`config.mk`:
```
export PLATFORM = sky130hd
export DESIGN_NAME = multicycle_control_flat
export DESIGN_NICKNAME = d
export VERILOG_FILES = /design/src/rtl/multicycle_control_pkg.sv /design/src/rtl/multicycle_control_if.sv /design/src/rtl/multicycle_control.sv /design/src/flat_wrapper.sv
export SDC_FILE = /design/constraint.sdc
export NUM_CORES = 1
export LEC_CHECK = 0
export ABC_CLOCK_PERIOD_IN_PS = 1600
export CORE_AREA = 2 2 45 47
export CTS_CLUSTER_DIAMETER = 120
export DETAILED_ROUTE_END_ITERATION = 7
export DIE_AREA = 0 0 47 49
export HOLD_SLACK_MARGIN = 0.05
export PLACE_DENSITY = 0.75
export SYNTH_ARGS = -nofsm -noshare
export SYNTH_HDL_FRONTEND = slang
export SYNTH_SLANG_ARGS = --single-unit
```
`constraint.sdc`:
```
create_clock -name clk -period 1.6 [get_ports clk]
set_input_delay 0.32 -clock clk [delete_from_list [all_inputs] [get_ports clk]]
set_output_delay 0.32 -clock clk [all_outputs]
set_load 0.05 [all_outputs]
```
`src/rtl/multicycle_control_pkg.sv`:
```
// Shared encodings for the multicycle MIPS main control: opcodes, ALUOp codes, states, mux selects.
// Latency: n/a (constants and pure decode helpers only).
// Backpressure: n/a. Optional JAL support is enabled by defining JAL_EN.
package mips_ctrl_pkg;

  // Instruction[31:26] opcodes
  localparam logic [5:0] OP_RTYPE = 6'b000000;
  localparam logic [5:0] OP_J     = 6'b000010;
`ifdef JAL_EN
  localparam logic [5:0] OP_JAL   = 6'b000011;
`endif
  localparam logic [5:0] OP_BEQ   = 6'b000100;
  localparam logic [5:0] OP_ADDI  = 6'b001000;
  localparam logic [5:0] OP_ANDI  = 6'b001100;
  localparam logic [5:0] OP_ORI   = 6'b001101;
  localparam logic [5:0] OP_LW    = 6'b100011;
  localparam logic [5:0] OP_SW    = 6'b101011;

  // ALUOp codes; must stay in step with the ALU_control decode
  localparam logic [2:0] ALUOP_ADD   = 3'b000;
  localparam logic [2:0] ALUOP_FUNCT = 3'b010;
  localparam logic [2:0] ALUOP_SUB   = 3'b011;
  localparam logic [2:0] ALUOP_AND   = 3'b100;
  localparam logic [2:0] ALUOP_OR    = 3'b101;

  // PCSource selects
  localparam logic [1:0] PCSRC_ALU    = 2'b00;  // PC+4 straight from the ALU
  localparam logic [1:0] PCSRC_ALUOUT = 2'b01;  // branch target held in ALUOut
  localparam logic [1:0] PCSRC_JUMP   = 2'b10;  // pseudo-direct jump target
  localparam logic [1:0] PCSRC_JR     = 2'b11;  // register value for jr

  // ALUSrcB selects
  localparam logic [1:0] SRCB_REG      = 2'b00;
  localparam logic [1:0] SRCB_FOUR     = 2'b01;
  localparam logic [1:0] SRCB_IMM      = 2'b10;
  localparam logic [1:0] SRCB_IMM_SHL2 = 2'b11;

  // RegDst / MemtoReg selects
  localparam logic [1:0] DST_RT  = 2'b00;
  localparam logic [1:0] DST_RD  = 2'b01;
  localparam logic [1:0] MTR_ALU = 2'b00;
  localparam logic [1:0] MTR_MEM = 2'b01;
`ifdef JAL_EN
  localparam logic [1:0] DST_RA  = 2'b10;  // $31
  localparam logic [1:0] MTR_PC  = 2'b10;  // PC+4 as link value
`endif

  // Control states; 13..15 are unused and recover to FETCH
  typedef enum logic [3:0] {
    S_FETCH     = 4'd0,
    S_DECODE    = 4'd1,
    S_MEM_ADDR  = 4'd2,
    S_MEM_READ  = 4'd3,
    S_MEM_WB    = 4'd4,
    S_MEM_WRITE = 4'd5,
    S_R_EXEC    = 4'd6,
    S_R_WB      = 4'd7,
    S_BRANCH    = 4'd8,
    S_JUMP      = 4'd9,
    S_I_EXEC    = 4'd10,
    S_I_WB      = 4'd11,
    S_JAL       = 4'd12
  } state_t;

  // All datapath controls bundled for a single decode/gate point
  typedef struct packed {
    logic       pc_write;
    logic       pc_write_cond;
    logic       i_or_d;
    logic       mem_read;
    logic       mem_write;
    logic       ir_write;
    logic       reg_write;
    logic       alu_src_a;
    logic [1:0] mem_to_reg;
    logic [1:0] reg_dst;
    logic [1:0] alu_src_b;
    logic [1:0] pc_source;
    logic [2:0] alu_op;
    logic       illegal_op;
  } ctrl_t;

  // State entered after DECODE; FETCH means the opcode is not supported
  function automatic state_t decode_next(input logic [5:0] op);
    state_t nxt;
    case (op)
      OP_LW, OP_SW:               nxt = S_MEM_ADDR;
      OP_RTYPE:                   nxt = S_R_EXEC;
      OP_BEQ:                     nxt = S_BRANCH;
      OP_J:                       nxt = S_JUMP;
      OP_ADDI, OP_ANDI, OP_ORI:   nxt = S_I_EXEC;
`ifdef JAL_EN
      OP_JAL:                     nxt = S_JAL;
`endif
      default:                    nxt = S_FETCH;
    endcase
    return nxt;
  endfunction

  // ALU operation for the immediate-arithmetic group
  function automatic logic [2:0] imm_alu_op(input logic [5:0] op);
    logic [2:0] res;
    case (op)
      OP_ANDI: res = ALUOP_AND;
      OP_ORI:  res = ALUOP_OR;
      default: res = ALUOP_ADD;
    endcase
    return res;
  endfunction

endpackage

```
`src/rtl/multicycle_control_if.sv`:
```
// Control bundle between the multicycle main FSM (master) and the MIPS datapath (slave).
// Latency: n/a (wiring only).
// Backpressure: mem_ready from memory stretches FETCH / MEM_READ / MEM_WRITE.
interface multicycle_control_if;
  import mips_ctrl_pkg::*;

  // datapath -> control
  logic [5:0] opcode;
  logic       jr;
  logic       mem_ready;

  // control -> datapath
  logic       PCWrite;
  logic       PCWriteCond;
  logic       IorD;
  logic       MemRead;
  logic       MemWrite;
  logic       IRWrite;
  logic       RegWrite;
  logic       ALUSrcA;
  logic [1:0] MemtoReg;
  logic [1:0] RegDst;
  logic [1:0] ALUSrcB;
  logic [1:0] PCSource;
  logic [2:0] ALUOp;
  logic       illegal_op;
  logic [3:0] state;

  modport master (
    input  opcode, jr, mem_ready,
    output PCWrite, PCWriteCond, IorD, MemRead, MemWrite, IRWrite, RegWrite,
           ALUSrcA, MemtoReg, RegDst, ALUSrcB, PCSource, ALUOp, illegal_op, state
  );

  modport slave (
    output opcode, jr, mem_ready,
    input  PCWrite, PCWriteCond, IorD, MemRead, MemWrite, IRWrite, RegWrite,
           ALUSrcA, MemtoReg, RegDst, ALUSrcB, PCSource, ALUOp, illegal_op, state
  );

endinterface

```
`src/rtl/multicycle_control.sv`:
```
// Multicycle MIPS main control FSM: fetch/decode/execute/memory/writeback sequencing (JAL_EN adds jal).
// Latency: lw 5, sw/R/I 4, beq/j/jr/jal 3, illegal 2 cycles with mem_ready high.
// Backpressure: each low mem_ready cycle in FETCH/MEM_READ/MEM_WRITE holds the state one more cycle.
module multicycle_control
  import mips_ctrl_pkg::*;
(
  input  logic                 clk,
  input  logic                 reset,
  multicycle_control_if.master bus
);

  state_t state_q;
  ctrl_t  ctrl_d;
  ctrl_t  ctrl_o;

  // State register and next-state sequencing; reset aborts any instruction at once
  always_ff @(posedge clk or posedge reset) begin
    if (reset) begin
      state_q <= S_FETCH;
    end else begin
      case (state_q)
        S_FETCH:     if (bus.mem_ready) state_q <= S_DECODE;
        S_DECODE:    state_q <= decode_next(bus.opcode);
        S_MEM_ADDR: begin
          if (bus.opcode == OP_LW)      state_q <= S_MEM_READ;
          else if (bus.opcode == OP_SW) state_q <= S_MEM_WRITE;
          else                          state_q <= S_FETCH;
        end
        S_MEM_READ:  if (bus.mem_ready) state_q <= S_MEM_WB;
        S_MEM_WB:    state_q <= S_FETCH;
        S_MEM_WRITE: if (bus.mem_ready) state_q <= S_FETCH;
        S_R_EXEC:    state_q <= bus.jr ? S_FETCH : S_R_WB;
        S_R_WB:      state_q <= S_FETCH;
        S_BRANCH:    state_q <= S_FETCH;
        S_JUMP:      state_q <= S_FETCH;
        S_I_EXEC:    state_q <= S_I_WB;
        S_I_WB:      state_q <= S_FETCH;
`ifdef JAL_EN
        S_JAL:       state_q <= S_FETCH;
`endif
        default:     state_q <= S_FETCH;
      endcase
    end
  end

  // Output decode from the current state; the few input-dependent fields are
  // the mem_ready-qualified PC/IR writes, jr redirect, illegal flag and imm ALUOp
  always_comb begin
    ctrl_d = '0;
    case (state_q)
      S_FETCH: begin
        ctrl_d.mem_read  = 1'b1;
        ctrl_d.alu_src_b = SRCB_FOUR;
        ctrl_d.alu_op    = ALUOP_ADD;
        ctrl_d.pc_source = PCSRC_ALU;
        ctrl_d.ir_write  = bus.mem_ready;
        ctrl_d.pc_write  = bus.mem_ready;
      end
      S_DECODE: begin
        ctrl_d.alu_src_b  = SRCB_IMM_SHL2;
        ctrl_d.alu_op     = ALUOP_ADD;
        ctrl_d.illegal_op = (decode_next(bus.opcode) == S_FETCH);
      end
      S_MEM_ADDR: begin
        ctrl_d.alu_src_a = 1'b1;
        ctrl_d.alu_src_b = SRCB_IMM;
        ctrl_d.alu_op    = ALUOP_ADD;
      end
      S_MEM_READ: begin
        ctrl_d.mem_read = 1'b1;
        ctrl_d.i_or_d   = 1'b1;
      end
      S_MEM_WB: begin
        ctrl_d.reg_write  = 1'b1;
        ctrl_d.mem_to_reg = MTR_MEM;
        ctrl_d.reg_dst    = DST_RT;
      end
      S_MEM_WRITE: begin
        ctrl_d.mem_write = 1'b1;
        ctrl_d.i_or_d    = 1'b1;
      end
      S_R_EXEC: begin
        ctrl_d.alu_src_a = 1'b1;
        ctrl_d.alu_src_b = SRCB_REG;
        ctrl_d.alu_op    = ALUOP_FUNCT;
        if (bus.jr) begin
          ctrl_d.pc_write  = 1'b1;
          ctrl_d.pc_source = PCSRC_JR;
        end
      end
      S_R_WB: begin
        ctrl_d.reg_write  = 1'b1;
        ctrl_d.reg_dst    = DST_RD;
        ctrl_d.mem_to_reg = MTR_ALU;
      end
      S_BRANCH: begin
        ctrl_d.alu_src_a     = 1'b1;
        ctrl_d.alu_src_b     = SRCB_REG;
        ctrl_d.alu_op        = ALUOP_SUB;
        ctrl_d.pc_write_cond = 1'b1;
        ctrl_d.pc_source     = PCSRC_ALUOUT;
      end
      S_JUMP: begin
        ctrl_d.pc_write  = 1'b1;
        ctrl_d.pc_source = PCSRC_JUMP;
      end
      S_I_EXEC: begin
        ctrl_d.alu_src_a = 1'b1;
        ctrl_d.alu_src_b = SRCB_IMM;
        ctrl_d.alu_op    = imm_alu_op(bus.opcode);
      end
      S_I_WB: begin
        ctrl_d.reg_write  = 1'b1;
        ctrl_d.reg_dst    = DST_RT;
        ctrl_d.mem_to_reg = MTR_ALU;
      end
`ifdef JAL_EN
      S_JAL: begin
        ctrl_d.reg_write  = 1'b1;
        ctrl_d.reg_dst    = DST_RA;
        ctrl_d.mem_to_reg = MTR_PC;
        ctrl_d.pc_write   = 1'b1;
        ctrl_d.pc_source  = PCSRC_JUMP;
      end
`endif
      default: ctrl_d = '0;
    endcase
  end

  // Reset overrides every control combinationally so no write survives into reset
  assign ctrl_o = reset ? '0 : ctrl_d;

  assign bus.PCWrite     = ctrl_o.pc_write;
  assign bus.PCWriteCond = ctrl_o.pc_write_cond;
  assign bus.IorD        = ctrl_o.i_or_d;
  assign bus.MemRead     = ctrl_o.mem_read;
  assign bus.MemWrite    = ctrl_o.mem_write;
  assign bus.IRWrite     = ctrl_o.ir_write;
  assign bus.RegWrite    = ctrl_o.reg_write;
  assign bus.ALUSrcA     = ctrl_o.alu_src_a;
  assign bus.MemtoReg    = ctrl_o.mem_to_reg;
  assign bus.RegDst      = ctrl_o.reg_dst;
  assign bus.ALUSrcB     = ctrl_o.alu_src_b;
  assign bus.PCSource    = ctrl_o.pc_source;
  assign bus.ALUOp       = ctrl_o.alu_op;
  assign bus.illegal_op  = ctrl_o.illegal_op;
  assign bus.state       = state_q;

endmodule
```
`src/flat_wrapper.sv`:
```
// flat-port wrapper written by rule: the top's interface ports become plain ports
module multicycle_control_flat import mips_ctrl_pkg::*;
  (clk, reset, bus_opcode, bus_jr, bus_mem_ready, bus_PCWrite, bus_PCWriteCond, bus_IorD, bus_MemRead, bus_MemWrite, bus_IRWrite, bus_RegWrite, bus_ALUSrcA, bus_MemtoReg, bus_RegDst, bus_ALUSrcB, bus_PCSource, bus_ALUOp, bus_illegal_op, bus_state);
  multicycle_control_if bus_i ();
  input  logic clk;
  input  logic reset;
  input wire logic [$bits(bus_i.opcode)-1:0] bus_opcode;
  input wire logic [$bits(bus_i.jr)-1:0] bus_jr;
  input wire logic [$bits(bus_i.mem_ready)-1:0] bus_mem_ready;
  output wire logic [$bits(bus_i.PCWrite)-1:0] bus_PCWrite;
  output wire logic [$bits(bus_i.PCWriteCond)-1:0] bus_PCWriteCond;
  output wire logic [$bits(bus_i.IorD)-1:0] bus_IorD;
  output wire logic [$bits(bus_i.MemRead)-1:0] bus_MemRead;
  output wire logic [$bits(bus_i.MemWrite)-1:0] bus_MemWrite;
  output wire logic [$bits(bus_i.IRWrite)-1:0] bus_IRWrite;
  output wire logic [$bits(bus_i.RegWrite)-1:0] bus_RegWrite;
  output wire logic [$bits(bus_i.ALUSrcA)-1:0] bus_ALUSrcA;
  output wire logic [$bits(bus_i.MemtoReg)-1:0] bus_MemtoReg;
  output wire logic [$bits(bus_i.RegDst)-1:0] bus_RegDst;
  output wire logic [$bits(bus_i.ALUSrcB)-1:0] bus_ALUSrcB;
  output wire logic [$bits(bus_i.PCSource)-1:0] bus_PCSource;
  output wire logic [$bits(bus_i.ALUOp)-1:0] bus_ALUOp;
  output wire logic [$bits(bus_i.illegal_op)-1:0] bus_illegal_op;
  output wire logic [$bits(bus_i.state)-1:0] bus_state;
  assign bus_i.opcode = bus_opcode;
  assign bus_i.jr = bus_jr;
  assign bus_i.mem_ready = bus_mem_ready;
  assign bus_PCWrite = bus_i.PCWrite;
  assign bus_PCWriteCond = bus_i.PCWriteCond;
  assign bus_IorD = bus_i.IorD;
  assign bus_MemRead = bus_i.MemRead;
  assign bus_MemWrite = bus_i.MemWrite;
  assign bus_IRWrite = bus_i.IRWrite;
  assign bus_RegWrite = bus_i.RegWrite;
  assign bus_ALUSrcA = bus_i.ALUSrcA;
  assign bus_MemtoReg = bus_i.MemtoReg;
  assign bus_RegDst = bus_i.RegDst;
  assign bus_ALUSrcB = bus_i.ALUSrcB;
  assign bus_PCSource = bus_i.PCSource;
  assign bus_ALUOp = bus_i.ALUOp;
  assign bus_illegal_op = bus_i.illegal_op;
  assign bus_state = bus_i.state;
  multicycle_control u_core (.clk(clk), .reset(reset), .bus(bus_i));
endmodule
```
==> qor.yml, run 1 <==
failing_step: "4_1_cts"
status: "aborted with a tool error"
cts_sinks: 4
synthFlopType: "dfrtp_1"
fp.dieH_um: 49
die_w_um: 47
error_line: "[ERROR DPL-0038] Utilization greater than 100%, impossible to legalize"
cts_hold_buffers: 0
gp_congestion: 0.869
synth_compound_area_share_pct: 26.7
synth_area_leader_cell: "dfrtp_1"
synthMuxAreaShare_pct: 0
synth_xor_area_share_pct: 1.33
cts_made_buffers: 3
io_buffer_count: 31
htree_levels: 1
synthSimpleGateAreaFrac_pct: 49.0
yosysTopAreaCellShare_pct: 15.2
cts-root-buf: "clkbuf_4"
synth_cells: 92
syn_area_um2: 657
place_hpwl_mm: 2.52
dp.cells: 191
synth-edff-count: 0
placed_cell_area_um2: 1660
ctsResizeCount: 53
synth_async_sr_flop_share_pct: 100
initial_core_util_pct: 35.7
clockBufferDepth: 2
synth_area_per_cell_um2: 7.14
postCtsSetupRepairBufs: 12
boundaryPins: 34
synth_top_family_by_area: "simple AND/OR/NAND/NOR gates"
rows: 16
ys_seq_area_share_pct: 15.2
ys_seq_elements: 4
synth_fa_ha_area_share_pct: 0
synth_cell_types: 43
yosysWarnings: 0
synth.area.top_cells: "dfrtp_1 (15%), nand2b_1 (4.8%), a21oi_1 (4.6%)"
## metrics by stage
step	worst slack, ns	utilization, %	TNS (ns)
after floorplan	-0.580	-	-3.34
after global placement	-0.452	90.0	-4.96
after detailed placement	-0.518	90.0	-5.66
## synth_stat cells (all sizes together), types with 2 or more instances
cell type / number
nor2: 8
a21oi: 6
nand2: 5
nand2b: 5
nor3: 5
buf: 4
dfrtp: 4
nor3b: 4
nor4: 4
and2b: 3
and3: 3
clkbuf: 3
inv: 3
nor2b: 3
o21ai: 3
or2: 3
a211oi: 2
nand3: 2
nand3b: 2
nor4b: 2
## kinds of logic after synthesis
logic type | after synthesis
AND/OR/NAND/NOR | 52
AO/OA/AOI/OAI | 24
flip-flops | 4
XOR/XNOR | 1
other | 1
buffers and inverters | 10
==> run 2, diff against run 1 <==
--- a/config.mk
+++ b/config.mk
@@ -6,12 +6,10 @@
 export NUM_CORES = 1
 export LEC_CHECK = 0
 export ABC_CLOCK_PERIOD_IN_PS = 1600
-export CORE_AREA = 2 2 45 47
-export CTS_CLUSTER_DIAMETER = 120
+export CORE_AREA = 2 2 63 65
 export DETAILED_ROUTE_END_ITERATION = 7
-export DIE_AREA = 0 0 47 49
-export HOLD_SLACK_MARGIN = 0.05
-export PLACE_DENSITY = 0.75
+export DIE_AREA = 0 0 65 67
+export PLACE_DENSITY_LB_ADDON = 0.15
 export SYNTH_ARGS = -nofsm -noshare
 export SYNTH_HDL_FRONTEND = slang
 export SYNTH_SLANG_ARGS = --single-unit
==> run 2 against run 1 <==
  * The flow now finishes, with violations (negative setup slack)
  * Synthesized cell count unchanged
  * Synthesized area unchanged
==> qor.yml, run 2 <==
start_kind: "flop"
finClkSkew_ns: 0.00187
dieArea_um2: 4360
setup_ws_ns: -0.276
fin_crit_ns: 1.88
path_delay_family: "simple AND/OR/NAND/NOR gates"
htree_levels: 1
cts_tree: "done"
yosys.cell_count.top_type: "nor2_1"
cts_sinks: 4
die_w_um: 65
io_buffer_count: 31
timing_worst_setup_path_type: "flop to primary output"
grt_use_met1_pct: 15.7
initial_core_util_pct: 18.2
internal_power_mw: 0.881
worst_path_max_delay_cell: "dfrtp_2"
rsz0062_at_grt: "true"
cts_made_buffers: 3
syn_area_um2: 657
grt_max_degree: 16
grtUsageMet2_pct: 25.8
ant_nets: 0
grt-busiest-layer: "met2"
finalCritPeriodShare_pct: 117
peakVddDrop_uv: 540
drtIter0Drc: 17
fmax_mhz: 533
wire_per_inst_um: 12.7
worstPathMaxFanout: 3
pwr-share-seq_pct: 9.3
netSwitchingFraction_pct: 44.4
cts-root-buf: "clkbuf_8"
grt.overflow.total: 0
synth_area_leader_cell: "dfrtp_1"
rows: 22
synthFlopType: "dfrtp_1"
hp-class: "input pin to asynchronous set/reset pin"
drive_gt1_share_pct: 71.7
critPathLaunch: "u_core.bus.state[1]"
maxCapViolCount: 0
p_leak_nw: 0.816
post-route-drc-count: 0
violations: "negative setup slack"
grt_first_pass_wirelength_mm: 4.52
num_vias: 1010
finalWirelength_mm: 2.80
clkSlewWorstSetupHoldPaths_ns: 0.03
layout_commonest_cell: "buf_4"
dp.cells: 211
met3_usage_pct: 1.18
hold_viol_final: 0
ys_seq_elements: 4
synth_area_per_cell_um2: 7.14
insertion_delay_ns: 0.21
final-max-slew-violation-count: 0
clockBufferDepth: 2
crit_chain: "and2b_2 > a32oi_2 > nor2_4 > or2_4 > buf_6"
largest_reg_flops: 4
power_mw: 1.58
combPwrFrac_pct: 77.8
fin_cells: 221
r2r_start: "u_core.bus.state[2]"
grt_pass1_vias: 978
p_clk_share_pct: 12.9
slowest_delay_ns: 0.41
required_ns: 1.28
p_switching_mw: 0.703
boundaryPins: 34
synth.area.top_cells: "dfrtp_1 (15%), nand2b_1 (4.8%), a21oi_1 (4.6%)"
final_nets: 185
fill_cells: 341
finalSetupViolCount: 20
path_buf_inv: 1
core-area_um2: 3610
via_per_inst: 4.57
cp.arrival_ns: 1.56
power.density_nw_per_um2: 826
status: "complete, but fails checks"
area.sequential_um2: 105
fp.dieH_um: 67
synth_async_sr_flop_share_pct: 100
ys_top_cells_by_count: "nor2_1 (8), a21oi_1 (6), nand2_1 (5), nand2b_1 (5), nor3_1 (5)"
area_delta_synth_final_pct: 192
final_cell_mix: "buf_4 (45), buf_12 (16), buf_6 (9)"
grtUsageTotal_pct: 13.2
fin_area_um2: 1920
place_hpwl_mm: 2.16
ys_seq_area_share_pct: 15.2
antenna_found_initial: 0
synth-edff-count: 0
gp_congestion: 0.770
synth_cell_types: 43
antenna_cells: 0
multi_input_area_um2: 782
synth_cells: 92
yosysWarnings: 0
dr.pass1.iters: 4
endpoint_kind: "primary output"
placed_cell_area_um2: 1680
yosysTopAreaCellShare_pct: 15.2
run 2: cell families (layout without fill, tap and decap cells):
logic type	after synthesis	count (layout)	share of synthesized area [%]
XOR/XNOR	1	1	1.33
flip-flops	4	4	15.2
AO/OA/AOI/OAI	24	24	26.7
buffers and inverters	10	90	7.24
other	1	2	0.571
AND/OR/NAND/NOR	52	52	49.0
run 2: worst reg2reg max path, stage by stage (launching register included):
cell and delay (ns):
dfrtp_2 0.47, buf_4 0.17, or2_1 0.23, buf_4 0.15, or4_4 0.43, o221ai_2 0.19
run 2: worst paths after layout:
check | cells after the start | slack, ns | to
min in group clk | 3 | 0.65 | u_core.bus.state[2]
min reg2reg | 3 | 0.76 | u_core.bus.state[1]
max reg2reg | 5 | -0.13 | u_core.bus.state[1]
max in group asynchronous | 3 | 1.16 | u_core.bus.state[1]
max | 5 | -0.28 | bus_PCWrite
min | 3 | 0.32 | u_core.bus.state[2]
run 2: metal layers:
| metal | up-vias | part of all wire [%] |
|---|---|---|
| met5 | - | 0 |
| met4 | 0 | 0 |
| met3 | 0 | 3.6 |
| met2 | 23 | 55 |
| met1 | 479 | 41 |
| li1 | 508 | - |
run 2: power groups by stage:
| stage | Combinational, mW | Sequential [mW] | Clock (mW) |
|---|---|---|---|
| after floorplan | 0.534 | 0.218 | 0 |
| after global placement | 1.09 | 0.144 | 0 |
| after detailed placement | 1.09 | 0.144 | 0 |
| after CTS | 1.18 | 0.145 | 0.208 |
| after global routing | 1.30 | 0.149 | 0.218 |
| final | 1.23 | 0.148 | 0.204 |
run 2: cell type report:
class,count,share of cell area (%)
tap,48,3.14
sequential,4,5.49
multi-input combinational,79,40.8
inverter,3,0.588
timing repair buffer,84,47.8
clock buffer,3,2.16
run 2: repair_timing:
item / 4_1_cts / 5_1_grt
setup endpoints to repair: 20 / 20
gates resized for setup: 30 / 15
pin swaps: 10 / 4
hold buffers: 0 / 0
buffers inserted: 5 / 2
run 2: through the flow:
stage          util (%)  hold WS, ns  setup TNS (ns)  setup WS [ns]
2_1_floorplan         -        0.101           -3.34         -0.580
3_3_place_gp       46.5        0.725           -4.83         -0.498
3_5_place_dp       46.5        0.737           -5.16         -0.473
4_1_cts            51.1        0.314           -3.54         -0.256
5_1_grt            53.1        0.345           -4.34         -0.334
6_report           53.1        0.323           -3.40         -0.276
(Power assumes the default switching activity.)
